## config.mk

```make
export PLATFORM = sky130hd
export DESIGN_NAME = rom_arbiter
export DESIGN_NICKNAME = d
export VERILOG_FILES = /design/src/rtl/rom_arbiter.sv
export SDC_FILE = /design/constraint.sdc
export NUM_CORES = 1
export LEC_CHECK = 0
export ABC_AREA = 1
export ABC_CLOCK_PERIOD_IN_PS = 4600
export CAP_MARGIN = 10
export CORE_UTILIZATION = 43
export DETAILED_ROUTE_END_ITERATION = 10
export MAX_ROUTING_LAYER = met4
export PLACE_DENSITY = 0.9
export RECOVER_POWER = 100
export SYNTH_ARGS = -nofsm -noshare
export SYNTH_HDL_FRONTEND = slang
export SYNTH_SLANG_ARGS = --single-unit
export TNS_END_PERCENT = 1
```

## constraint.sdc

```tcl
create_clock -name clk -period 4.6 [get_ports clk]
set_input_delay 0.92 -clock clk [delete_from_list [all_inputs] [get_ports clk]]
set_output_delay 0.92 -clock clk [all_outputs]
set_load 0.02 [all_outputs]
```

## src/rtl/rom_arbiter.sv

```systemverilog
// Two-port ROM arbiter: instruction fetch (IF) and load (LS) share one ROM.
// Round-robin grant on ties, a quiet window after reset so a read that was
// in flight when reset hit can drain, and a WAIT timeout that answers with
// zero data and an err pulse.
module rom_arbiter #(
  parameter int DELAY   = 5,
  parameter int TIMEOUT = 15
) (
  input  logic        clk,
  input  logic        rst,
  input  logic        if_req,
  input  logic [31:0] if_addr,
  output logic [31:0] if_rdata,
  output logic        if_ack,
  input  logic        ls_req,
  input  logic [31:0] ls_addr,
  output logic [31:0] ls_rdata,
  output logic        ls_ack,
  output logic [31:0] rom_addr,
  output logic        rom_re,
  input  logic [31:0] rom_data,
  input  logic        rom_oe,
  output logic        err
);

  // One counter serves both the QUIET window and the WAIT timeout.
  localparam int CW = $clog2(TIMEOUT + DELAY + 2);
  localparam logic [CW-1:0] QUIET_LAST = CW'(DELAY);
  localparam logic [CW-1:0] WAIT_LAST  = CW'(TIMEOUT - 1);

  typedef enum logic [2:0] {
    QUIET,
    IDLE,
    ISSUE,
    WAIT,
    RESP
  } state_t;

  state_t      state_q, state_d;
  logic [CW-1:0] cnt_q, cnt_d;
  // Port currently granted; doubles as the round-robin last-grant pointer
  // (0 = IF, 1 = LS).
  logic        gnt_ls_q, gnt_ls_d;
  logic [31:0] rom_addr_q, rom_addr_d;
  logic [31:0] if_rdata_q, if_rdata_d;
  logic [31:0] ls_rdata_q, ls_rdata_d;
  logic        err_q, err_d;

  // State and datapath registers; reset parks the FSM in QUIET with IF as
  // last grant so LS wins the first tie.
  always_ff @(posedge clk or posedge rst) begin
    if (rst) begin
      state_q    <= QUIET;
      cnt_q      <= '0;
      gnt_ls_q   <= 1'b0;
      rom_addr_q <= '0;
      if_rdata_q <= '0;
      ls_rdata_q <= '0;
      err_q      <= 1'b0;
    end else begin
      state_q    <= state_d;
      cnt_q      <= cnt_d;
      gnt_ls_q   <= gnt_ls_d;
      rom_addr_q <= rom_addr_d;
      if_rdata_q <= if_rdata_d;
      ls_rdata_q <= ls_rdata_d;
      err_q      <= err_d;
    end
  end

  // Next-state logic: requests are only sampled in IDLE, rom_oe only in WAIT.
  always_comb begin
    state_d    = state_q;
    cnt_d      = cnt_q;
    gnt_ls_d   = gnt_ls_q;
    rom_addr_d = rom_addr_q;
    if_rdata_d = if_rdata_q;
    ls_rdata_d = ls_rdata_q;
    err_d      = err_q;
    case (state_q)
      QUIET: begin
        if (cnt_q == QUIET_LAST) begin
          state_d = IDLE;
          cnt_d   = '0;
        end else begin
          cnt_d = cnt_q + CW'(1);
        end
      end
      IDLE: begin
        err_d = 1'b0;
        if (if_req && ls_req) begin
          gnt_ls_d   = ~gnt_ls_q;
          rom_addr_d = gnt_ls_q ? if_addr : ls_addr;
          state_d    = ISSUE;
        end else if (if_req) begin
          gnt_ls_d   = 1'b0;
          rom_addr_d = if_addr;
          state_d    = ISSUE;
        end else if (ls_req) begin
          gnt_ls_d   = 1'b1;
          rom_addr_d = ls_addr;
          state_d    = ISSUE;
        end
      end
      ISSUE: begin
        cnt_d   = '0;
        state_d = WAIT;
      end
      WAIT: begin
        if (rom_oe) begin
          if (gnt_ls_q) ls_rdata_d = rom_data;
          else          if_rdata_d = rom_data;
          state_d = RESP;
        end else if (cnt_q == WAIT_LAST) begin
          if (gnt_ls_q) ls_rdata_d = '0;
          else          if_rdata_d = '0;
          err_d   = 1'b1;
          state_d = RESP;
        end else begin
          cnt_d = cnt_q + CW'(1);
        end
      end
      RESP: begin
        state_d = IDLE;
      end
      default: begin
        state_d = QUIET;
        cnt_d   = '0;
      end
    endcase
  end

  assign rom_re   = (state_q == ISSUE);
  assign rom_addr = rom_addr_q;
  assign if_ack   = (state_q == RESP) && !gnt_ls_q;
  assign ls_ack   = (state_q == RESP) &&  gnt_ls_q;
  assign err      = (state_q == RESP) &&  err_q;
  assign if_rdata = if_rdata_q;
  assign ls_rdata = ls_rdata_q;

endmodule

```

==> results.sh, run 1 <==
export IMPL_slowest_delay_ps=980
export IMPL_wl_per_cell_um=15.34
export IMPL_cts_hold_repair_buffers=0
export IMPL_utilization_pct=63.32
export IMPL_fin_crit_ps=3296
export IMPL_grt_pass1_vias=4328
export IMPL_ys_warnings_count=0
export IMPL_core_um2=10980
export IMPL_status="finished clean"
export IMPL_yosysSeqAreaShare_pct=53.79
export IMPL_antenna_found_initial=0
export IMPL_cts_sinks=106
export IMPL_start_util_pct=44.90
export IMPL_arrival_ps=3510
export IMPL_final_nets=803
export IMPL_drv_cap=0
export IMPL_crit_required_ps=4820
export IMPL_syn_inst=516
export IMPL_wirelength_um=12950
export IMPL_cts_htree_levels=3
export IMPL_portBuffers=200
export IMPL_yosysTopAreaCellShare_pct=53.79
export IMPL_fin_skew_ps=7.180
export IMPL_grt_first_pass_wirelength_um=20470
export IMPL_grt_max_degree=65
export IMPL_synth_seq_cells=106
export IMPL_drc_errors=0
export IMPL_hold_class="reg2reg"
export IMPL_fp_row_count=38
export IMPL_fin_area_um2=6954
export IMPL_synth_area_leader_cell="dfrtp_1"
export IMPL_dieArea_um2=11900
export IMPL_multi_input_area_um2=1748
export IMPL_rsz0062_at_grt="false"
export IMPL_slew_viol_final=0
export IMPL_vias_per_cell=5.155
export IMPL_drt_antenna_violating_nets=0
export IMPL_postSynthNetCount=620
export IMPL_worstSkewPairLatency_ps=340
export IMPL_dp_cells=828
export IMPL_crit_top_cell="nand2_1"
export IMPL_vias=4351
export IMPL_post_cts_buffers=0
export IMPL_ioPinCount=201
export IMPL_clockBufferDepth=2
export IMPL_p_leak_nw=3.238
export IMPL_drive_gt1_share_pct=7.528
export IMPL_dr_pass1_iters=4
export IMPL_timing_fmax_mhz=303.4
export IMPL_finalWeightedCongestion=0.8788
export IMPL_antenna_diode_count=0
export IMPL_cts_buffers=9
export IMPL_hold_viol=0
export IMPL_grt_overflow_total=0
export IMPL_cts_tree="built"
export IMPL_period_share_pct=71.65
export IMPL_synth_area_leaders="dfrtp_1, o21ai_2, nand2_1"
export IMPL_grt_util_all_layers_pct=22.94
export IMPL_syn_to_final_growth_pct=41.03
export IMPL_cpMaxStageDelayCell="dlygate4sd3_1"
export IMPL_ys_top_cells_by_count="nand2_1, dfrtp_1, o21ai_2"
export IMPL_worstPathMaxFanout=64
export IMPL_syn_area_um2=4931
export IMPL_syn_avg_cell_area_um2=9.556
export IMPL_crit_path_start_kind="input port"
export IMPL_end_kind="flip-flop"
export IMPL_ys_types=27
export IMPL_setup_violations=0
export IMPL_seqCellArea_um2=2653
export IMPL_hpwl_um=9518
export IMPL_worst_setup_path_type="in2reg"
export IMPL_synth_edf_count=0
export IMPL_dpl_cell_area_um2=6919
export IMPL_die_y_um=109.1
export IMPL_fin_setup_tns_ps=0
export IMPL_cts_reportedPaths_clkPinSlew_ps=70
export IMPL_ir_worst_vdd_v=0.0003262
export IMPL_fin_cells=844
export IMPL_yosysMostFrequentCell="nand2_1"
export IMPL_max_slew_worst_pin_slew_ps=1362
export IMPL_die_x_um=109.1
export IMPL_fillerInstances=892
export IMPL_clock_root_buffer="clkbuf_16"
export IMPL_drt_iter0_drc=233
export IMPL_slew_headroom_pct=8.688
export IMPL_path_cells="dlygate4sd3_1 -> nand2_1 -> nand2_1 -> nand2_2 -> o21ai_0"
export IMPL_powerDensity_nw_per_um2=607.4
export IMPL_postCtsResizedCells=0
export IMPL_synth_main_ff_cell="dfrtp_1"
export IMPL_async_flop_share_pct=100.0
-- metal layers --
metal,global-route usage [%],routed length (µm),vias to the layer above
li1,-,-,2073
met1,25.46,4965,2027
met2,39.49,6575,213
met3,4.543,977,38
met4,10.81,432,0
met5,-,0,-
-- worst paths after layout --
kind / end / startpoint / slack [ps] / cells past startpoint
worst max-delay path: ls_rdata[12] / rom_oe / 1300 / 5
worst max register to register: ls_rdata[12] / cnt_q[0] / 2010 / 8
max in group asynchronous: if_rdata[27] / rst / 1720 / 3
worst min-delay path: if_rdata[24] / if_rdata[24] / 480 / 2
worst min register to register: if_rdata[24] / if_rdata[24] / 480 / 2
min in group asynchronous: if_rdata[4] / rst / 1320 / 2
-- cells by family after synthesis --
logic type | Yosys count | synth area share (%)
adders and majority gates | 3 | 0.7613
xor gates and xnor gates | 1 | 0.1777
DFF | 106 | 53.79
AOI/OAI and AO/OA | 149 | 20.02
and+or+nand+nor | 209 | 19.54
buffers and inverters | 48 | 5.709
-- flip-flops by register name, summed over array words and instances, names as in the netlist --
signal / count
state_q: 3
cnt_q: 5
ls_rdata: 32
err_q: 1
if_rdata: 32
rom_addr: 32
gnt_ls_q: 1
-- metrics by stage --
step | hold slack (ps) | total power, mW | setup slack [ps]
floorplan | 493.0 | 2.742 | 891.1
global placement | 463.5 | 3.684 | 1773
detailed placement | 467.6 | 3.770 | 1687
CTS | 483.9 | 4.528 | 1743
global route | 511.9 | 4.495 | 1066
finish | 479.2 | 4.224 | 1304
-- cells in the final DEF (no fill, tap or decap) --
cell             count
buf_4                2
clkinvlp_2           1
o21ai_2             17
nand3_1              8
a21oi_1              1
nor2_8               1
nand3_4              1
dfrtp_1            106
inv_6                1
nor3_1               1
inv_2                4
clkinvlp_4           1
nor2_4               1
dlygate4sd3_1      103
nand4_1              5
clkdlybuf4s50_1     97
clkinv_2             1
clkbuf_8             3
clkbuf_2             1
clkbuf_1             2
o21ai_0            121
nand3b_1             1
nand2_2              9
nand2_1            139
xor2_1               1
clkbuf_16            9
inv_1               11
ha_1                 3
nor2_1              42
a31oi_1             10
nand2_4              1
-- layout make-up --
| class | instances | share of cell area [%] |
|---|---|---|
| clock buffer | 13 | 3.886 |
| multi-input combinational | 362 | 25.13 |
| inverter | 16 | 0.8816 |
| sequential | 106 | 38.14 |
| tap | 140 | 2.519 |
| timing repair buffer | 204 | 29.13 |
| clock inverter | 3 | 0.3059 |
-- worst max-delay path, delay by kind of cell --
kind                   cells  cell delay (ps)
AOI/OAI and AO/OA          1              520
buffers and inverters      1              980
and+or+nand+nor            3             1070
-- power breakdown --
| group | switching [mW] | leakage [nW] | internal (mW) |
|---|---|---|---|
| clock network | 0.325 | 0.142 | 0.413 |
| registers | 0.237 | 1.38 | 1.32 |
| logic | 1.12 | 1.72 | 0.803 |
No activity file was read; power rests on OpenSTA's default activity.
==> run 2: changes to the inputs <==
Settings changed: ABC_CLOCK_PERIOD_IN_PS 4600 to 3000, CORE_UTILIZATION 43 to 39, PLACE_DENSITY 0.9 to 0.87.
Clock period 4.6 ns to 3 ns, I/O delays scaled along.
==> results.sh, run 2 (synthesis results as in run 1) <==
export IMPL_slew_headroom_pct=-0.1158
export IMPL_crit_required_ps=2400
export IMPL_antenna_found_initial=0
export IMPL_slowest_delay_ps=710
export IMPL_grt_max_degree=65
export IMPL_status="finished, violations left"
export IMPL_grt_util_all_layers_pct=21.14
export IMPL_max_slew_worst_pin_slew_ps=1494
export IMPL_path_buf_inv=1
export IMPL_start_util_pct=40.55
export IMPL_slew_viol_final=1
export IMPL_ioPinCount=201
export IMPL_internal_power_mw=4.049
export IMPL_worst_setup_path_type="reg2out"
export IMPL_swShare_pct=39.12
export IMPL_postCtsResizedCells=0
export IMPL_path_depth=4
export IMPL_cts_htree_levels=3
export IMPL_drv_cap=1
export IMPL_drt_iter0_drc=433
export IMPL_drt_antenna_violating_nets=0
export IMPL_period_share_pct=84.36
export IMPL_drive_gt1_share_pct=7.507
export IMPL_cts_hold_repair_buffers=0
export IMPL_crit_top_cell="nor2_1"
export IMPL_layout_commonest_cell="nand2_1"
export IMPL_startpoint="state_q[0]"
export IMPL_cts_reportedPaths_clkPinSlew_ps=70
export IMPL_wirelength_um=13100
export IMPL_post_cts_buffers=0
export IMPL_combPwrFrac_pct=44.2
export IMPL_die_y_um=114.4
export IMPL_worstSkewPairLatency_ps=350
export IMPL_dieArea_um2=13100
export IMPL_syn_to_final_growth_pct=43.44
export IMPL_setup_violations=0
export IMPL_hpwl_um=9467
export IMPL_fillerInstances=1093
export IMPL_cts_tree="built"
export IMPL_core_um2=12160
export IMPL_reg2reg_slack_ps=740
export IMPL_antenna_diode_count=0
export IMPL_dr_pass1_iters=5
export IMPL_r2r_start="cnt_q[0]"
export IMPL_violations="max-capacitance violations, max-slew violations"
export IMPL_worstPathMaxFanout=5
export IMPL_switchingPower_mw=2.602
export IMPL_portBuffers=200
export IMPL_fin_skew_ps=12.63
export IMPL_dpl_cell_area_um2=6983
export IMPL_fin_setup_tns_ps=0
export IMPL_p_leak_nw=3.301
export IMPL_wl_per_cell_um=14.99
export IMPL_fin_area_um2=7073
export IMPL_power_share_clock_pct=19.9
export IMPL_vias=4352
export IMPL_hold_viol=0
export IMPL_grt_first_pass_wirelength_um=20990
export IMPL_finalWeightedCongestion=0.8574
export IMPL_hold_class="reg2reg"
export IMPL_cpMaxStageDelayCell="dlygate4sd3_1"
export IMPL_clock_root_buffer="clkbuf_16"
export IMPL_rr_endpoint="ls_rdata[7]"
export IMPL_path_cells="nor2_1 -> nand2_1 -> nor2_1 -> dlygate4sd3_1"
export IMPL_ir_worst_vdd_v=0.0004367
export IMPL_reg2reg_depth=8
export IMPL_crit_family="buffers and inverters"
export IMPL_rsz0062_at_grt="false"
export IMPL_hold_depth=2
export IMPL_busiest_layer="met2"
export IMPL_layout_common_cells="nand2_1, o21ai_0, dfrtp_1"
export IMPL_clockBufferDepth=2
export IMPL_vias_per_cell=4.979
export IMPL_timing_fmax_mhz=395.1
export IMPL_drc_errors=0
export IMPL_arrival_ps=1930
export IMPL_holdWs_ps=476.5
export IMPL_powerDensity_nw_per_um2=940.3
export IMPL_crit_path_start_kind="flip-flop"
export IMPL_grt_pass1_vias=4328
export IMPL_grtUsageMet2_pct=35.60
export IMPL_final_nets=805
export IMPL_cts_buffers=9
export IMPL_crit_end="err"
export IMPL_cts_sinks=106
export IMPL_grt_overflow_total=0
export IMPL_fp_row_count=40
export IMPL_met1_usage_pct=25.18
export IMPL_pwr_share_seq_pct=35.9
export IMPL_die_x_um=114.4
export IMPL_end_kind="output pin"
export IMPL_fin_crit_ps=2531
export IMPL_grt_met3_usage_pct=4.023
## run 2: changes by cell type in the layout (fill, tap and decap cells not counted), moves of 2 or more
cell       before  now
nand2_1       139  141
bufinv_16       0    2
nand2_4         1    4
o21ai_0       121  119
nand2_2         9    4
## run 2: how the worst min path moves through the flow
stage | startpoint | slack [ps] | endpoint
CTS | if_rdata[27] | 480 | if_rdata[27]
global placement | if_rdata[15] | 460 | if_rdata[15]
detailed placement | if_rdata[24] | 470 | if_rdata[24]
floorplan | err_q | 490 | err_q
global route | if_rdata[27] | 500 | if_rdata[27]
finish | ls_rdata[21] | 480 | ls_rdata[21]
## run 2: area by class of cell
class	count	area (µm²)	share of cell area [%]
Inverter	16	61.31	0.8668
Multi-Input combinational cell	362	1762	24.91
Clock buffer	12	256.5	3.626
Tap cell	168	210.2	2.972
Timing Repair Buffer	206	2051	28.99
Clock inverter	4	80.08	1.132
Sequential cell	106	2653	37.50
## run 2: worst min-delay path: cells and delay by family (launching register included)
kind / cells / cell delay [ps]
and+or+nand+nor: 1 / 60
AOI/OAI and AO/OA: 1 / 50
DFF: 1 / 330
## run 2: power groups by stage
stage	Combinational, mW	Clock [mW]	Sequential [mW]
global placement	3.22	0	2.42
detailed placement	3.32	0	2.46
floorplan	1.14	0	3.07
CTS	3.33	1.34	2.44
global route	3.20	1.41	2.45
finish	2.94	1.33	2.39
## run 2: layer usage
metal	vias up	wire length (µm)	share of wire (%)
li1	2080	-	-
met1	2059	5474	42
met2	188	6525	50
met3	25	856	6.5
met4	0	245	1.9
met5	-	0	0
## run 2: stage by stage
stage	utilization (%)	power [mW]	instances	setup WS, ps
finish	58.16	6.651	874	469.1
global route	58.16	7.060	874	319.0
floorplan	-	4.204	516	1126
CTS	60.19	7.110	874	474.4
detailed placement	57.42	5.776	858	662.7
global placement	57.42	5.639	858	780.8
==> run 3: changes to the inputs <==
Settings changed: ABC_CLOCK_PERIOD_IN_PS 3000 to 2350, CORE_UTILIZATION 39 to 43, PLACE_DENSITY 0.87 to 0.9.
Clock period 3 ns to 2.35 ns, I/O delays scaled along.
==> results.sh, run 3 (synthesis results as in run 1) <==
export IMPL_switchingPower_mw=3.317
export IMPL_setup_slack_ps=121.9
export IMPL_syn_to_final_growth_pct=41.72
export IMPL_wl_per_cell_um=15.41
export IMPL_fin_area_um2=6988
export IMPL_cts_tree="built"
export IMPL_startpoint="state_q[2]"
export IMPL_worstSkewPairLatency_ps=340
export IMPL_vias_per_cell=5.164
export IMPL_setup_violations=0
export IMPL_arrival_ps=1760
export IMPL_internal_power_mw=5.002
export IMPL_power_share_clock_pct=18.0
export IMPL_drive_gt1_share_pct=7.365
export IMPL_clockBufferDepth=2
export IMPL_antenna_found_initial=0
export IMPL_p_leak_nw=3.275
export IMPL_core_um2=10980
export IMPL_powerDensity_nw_per_um2=1191
export IMPL_cts_reportedPaths_clkPinSlew_ps=70
export IMPL_fin_skew_ps=8.313
export IMPL_slew_viol_final=0
export IMPL_drv_cap=0
export IMPL_layout_common_cells="nand2_1, o21ai_0, dfrtp_1"
export IMPL_ioPinCount=201
export IMPL_dieArea_um2=11900
export IMPL_final_nets=805
export IMPL_combPwrFrac_pct=45.4
export IMPL_timing_fmax_mhz=448.8
export IMPL_hp_start="if_rdata[23]"
export IMPL_worst_setup_path_type="reg2out"
export IMPL_slew_headroom_pct=2.897
export IMPL_period_share_pct=94.81
export IMPL_finalWeightedCongestion=0.7968
export IMPL_end_kind="output pin"
export IMPL_grt_overflow_total=0
export IMPL_pwr_share_seq_pct=36.5
export IMPL_dpl_cell_area_um2=6960
export IMPL_layout_commonest_cell="nand2_1"
export IMPL_cts_hold_repair_buffers=0
export IMPL_drt_iter0_drc=284
export IMPL_crit_required_ps=1880
export IMPL_dr_pass1_iters=5
export IMPL_place_ws_ps=286.0
export IMPL_start_util_pct=44.90
export IMPL_cts_htree_levels=3
export IMPL_finalPower_mw=8.319
export IMPL_drc_errors=0
export IMPL_cts_sinks=106
export IMPL_status="finished clean"
export IMPL_hold_viol=0
export IMPL_die_y_um=109.1
export IMPL_grt_first_pass_wirelength_um=20870
export IMPL_fin_setup_tns_ps=0
export IMPL_antenna_diode_count=0
export IMPL_die_x_um=109.1
export IMPL_crit_path_start_kind="flip-flop"
export IMPL_cts_buffers=9
export IMPL_rsz0062_at_grt="false"
export IMPL_fp_row_count=38
export IMPL_grt_max_degree=107
export IMPL_post_cts_buffers=0
export IMPL_max_slew_worst_pin_slew_ps=1457
export IMPL_grt_util_all_layers_pct=23.34
export IMPL_swShare_pct=39.88
export IMPL_wirelength_um=13040
export IMPL_fillerInstances=946
export IMPL_vias=4369
export IMPL_hpwl_um=9359
export IMPL_hold_class="reg2reg"
export IMPL_portBuffers=200
export IMPL_ir_worst_vdd_v=0.0006779
export IMPL_fin_crit_ps=2228
export IMPL_worstPathMaxFanout=3
export IMPL_grt_pass1_vias=4339
export IMPL_r2r_start="state_q[1]"
export IMPL_clock_root_buffer="clkbuf_16"
export IMPL_drt_antenna_violating_nets=0
## run 3: cell count changes in the layout (fill, tap and decap cells not counted), moves of 2 or more
cell / previous run / this run
clkinv_4: 0 / 2
dlygate4sd3_1: 102 / 98
clkbuf_8: 2 / 0
o21ai_0: 119 / 116
o21ai_1: 1 / 4
dlygate4sd2_1: 0 / 2
clkbuf_1: 2 / 4
## run 3: repair_timing
action                                  4_1_cts  5_1_grt
gates resized for setup                       2        1
pin swaps                                     0        0
endpoints found under the setup margin        2        1
## run 3: metal layers
metal	wire, µm	up-vias	share of wire [%]	track usage, %
met1	5195	2075	40	27.63
met4	292	0	2.2	9.170
met2	6651	199	51	39.62
li1	-	2075	-	-
met5	0	-	0	-
met3	899	20	6.9	3.825
## run 3: worst paths after layout
check / endpoint / slack (ps) / cells after the start
setup / recovery: rom_re / 120 / 4
hold / removal: if_rdata[23] / 480 / 2
setup reg to reg: rom_addr[13] / 200 / 6
hold reg to reg: if_rdata[23] / 480 / 2
max in group asynchronous: if_rdata[21] / 280 / 3
min in group asynchronous: rom_addr[24] / 1090 / 3
## run 3: cell type report
cell class	instances	area (µm²)	share of cell area (%)
clock inverters	5	63.81	0.9132
clock buffers	11	232.7	3.330
repair buffers	206	2032	29.08
inverters	16	63.81	0.9132
well taps	140	175.2	2.507
flip-flops and latches	106	2653	37.96
multi-input cells	362	1768	25.30
## run 3: stage by stage
step / std cells / hold slack [ps] / util [%]
floorplan: 516 / 493.0 / -
global placement: 830 / 463.9 / 63.37
detailed placement: 830 / 468.6 / 63.37
CTS: 846 / 486.1 / 66.05
global route: 846 / 503.4 / 63.63
finish: 846 / 477.9 / 63.63
## run 3: power by group through the flow
stage	clock (mW)	combinational [mW]	sequential (mW)
2_1_floorplan	0	1.45	3.91
3_3_place_gp	0	4.17	3.09
3_5_place_dp	0	4.30	3.12
4_1_cts	1.53	4.31	3.10
5_1_grt	1.62	4.11	3.14
6_report	1.50	3.78	3.04
## run 3: worst max-delay path, stage by stage, from the launching register on
cell           delay (ps)
dfrtp_1               420
inv_2                 110
nand3_1               110
inv_1                  90
dlygate4sd3_1         700
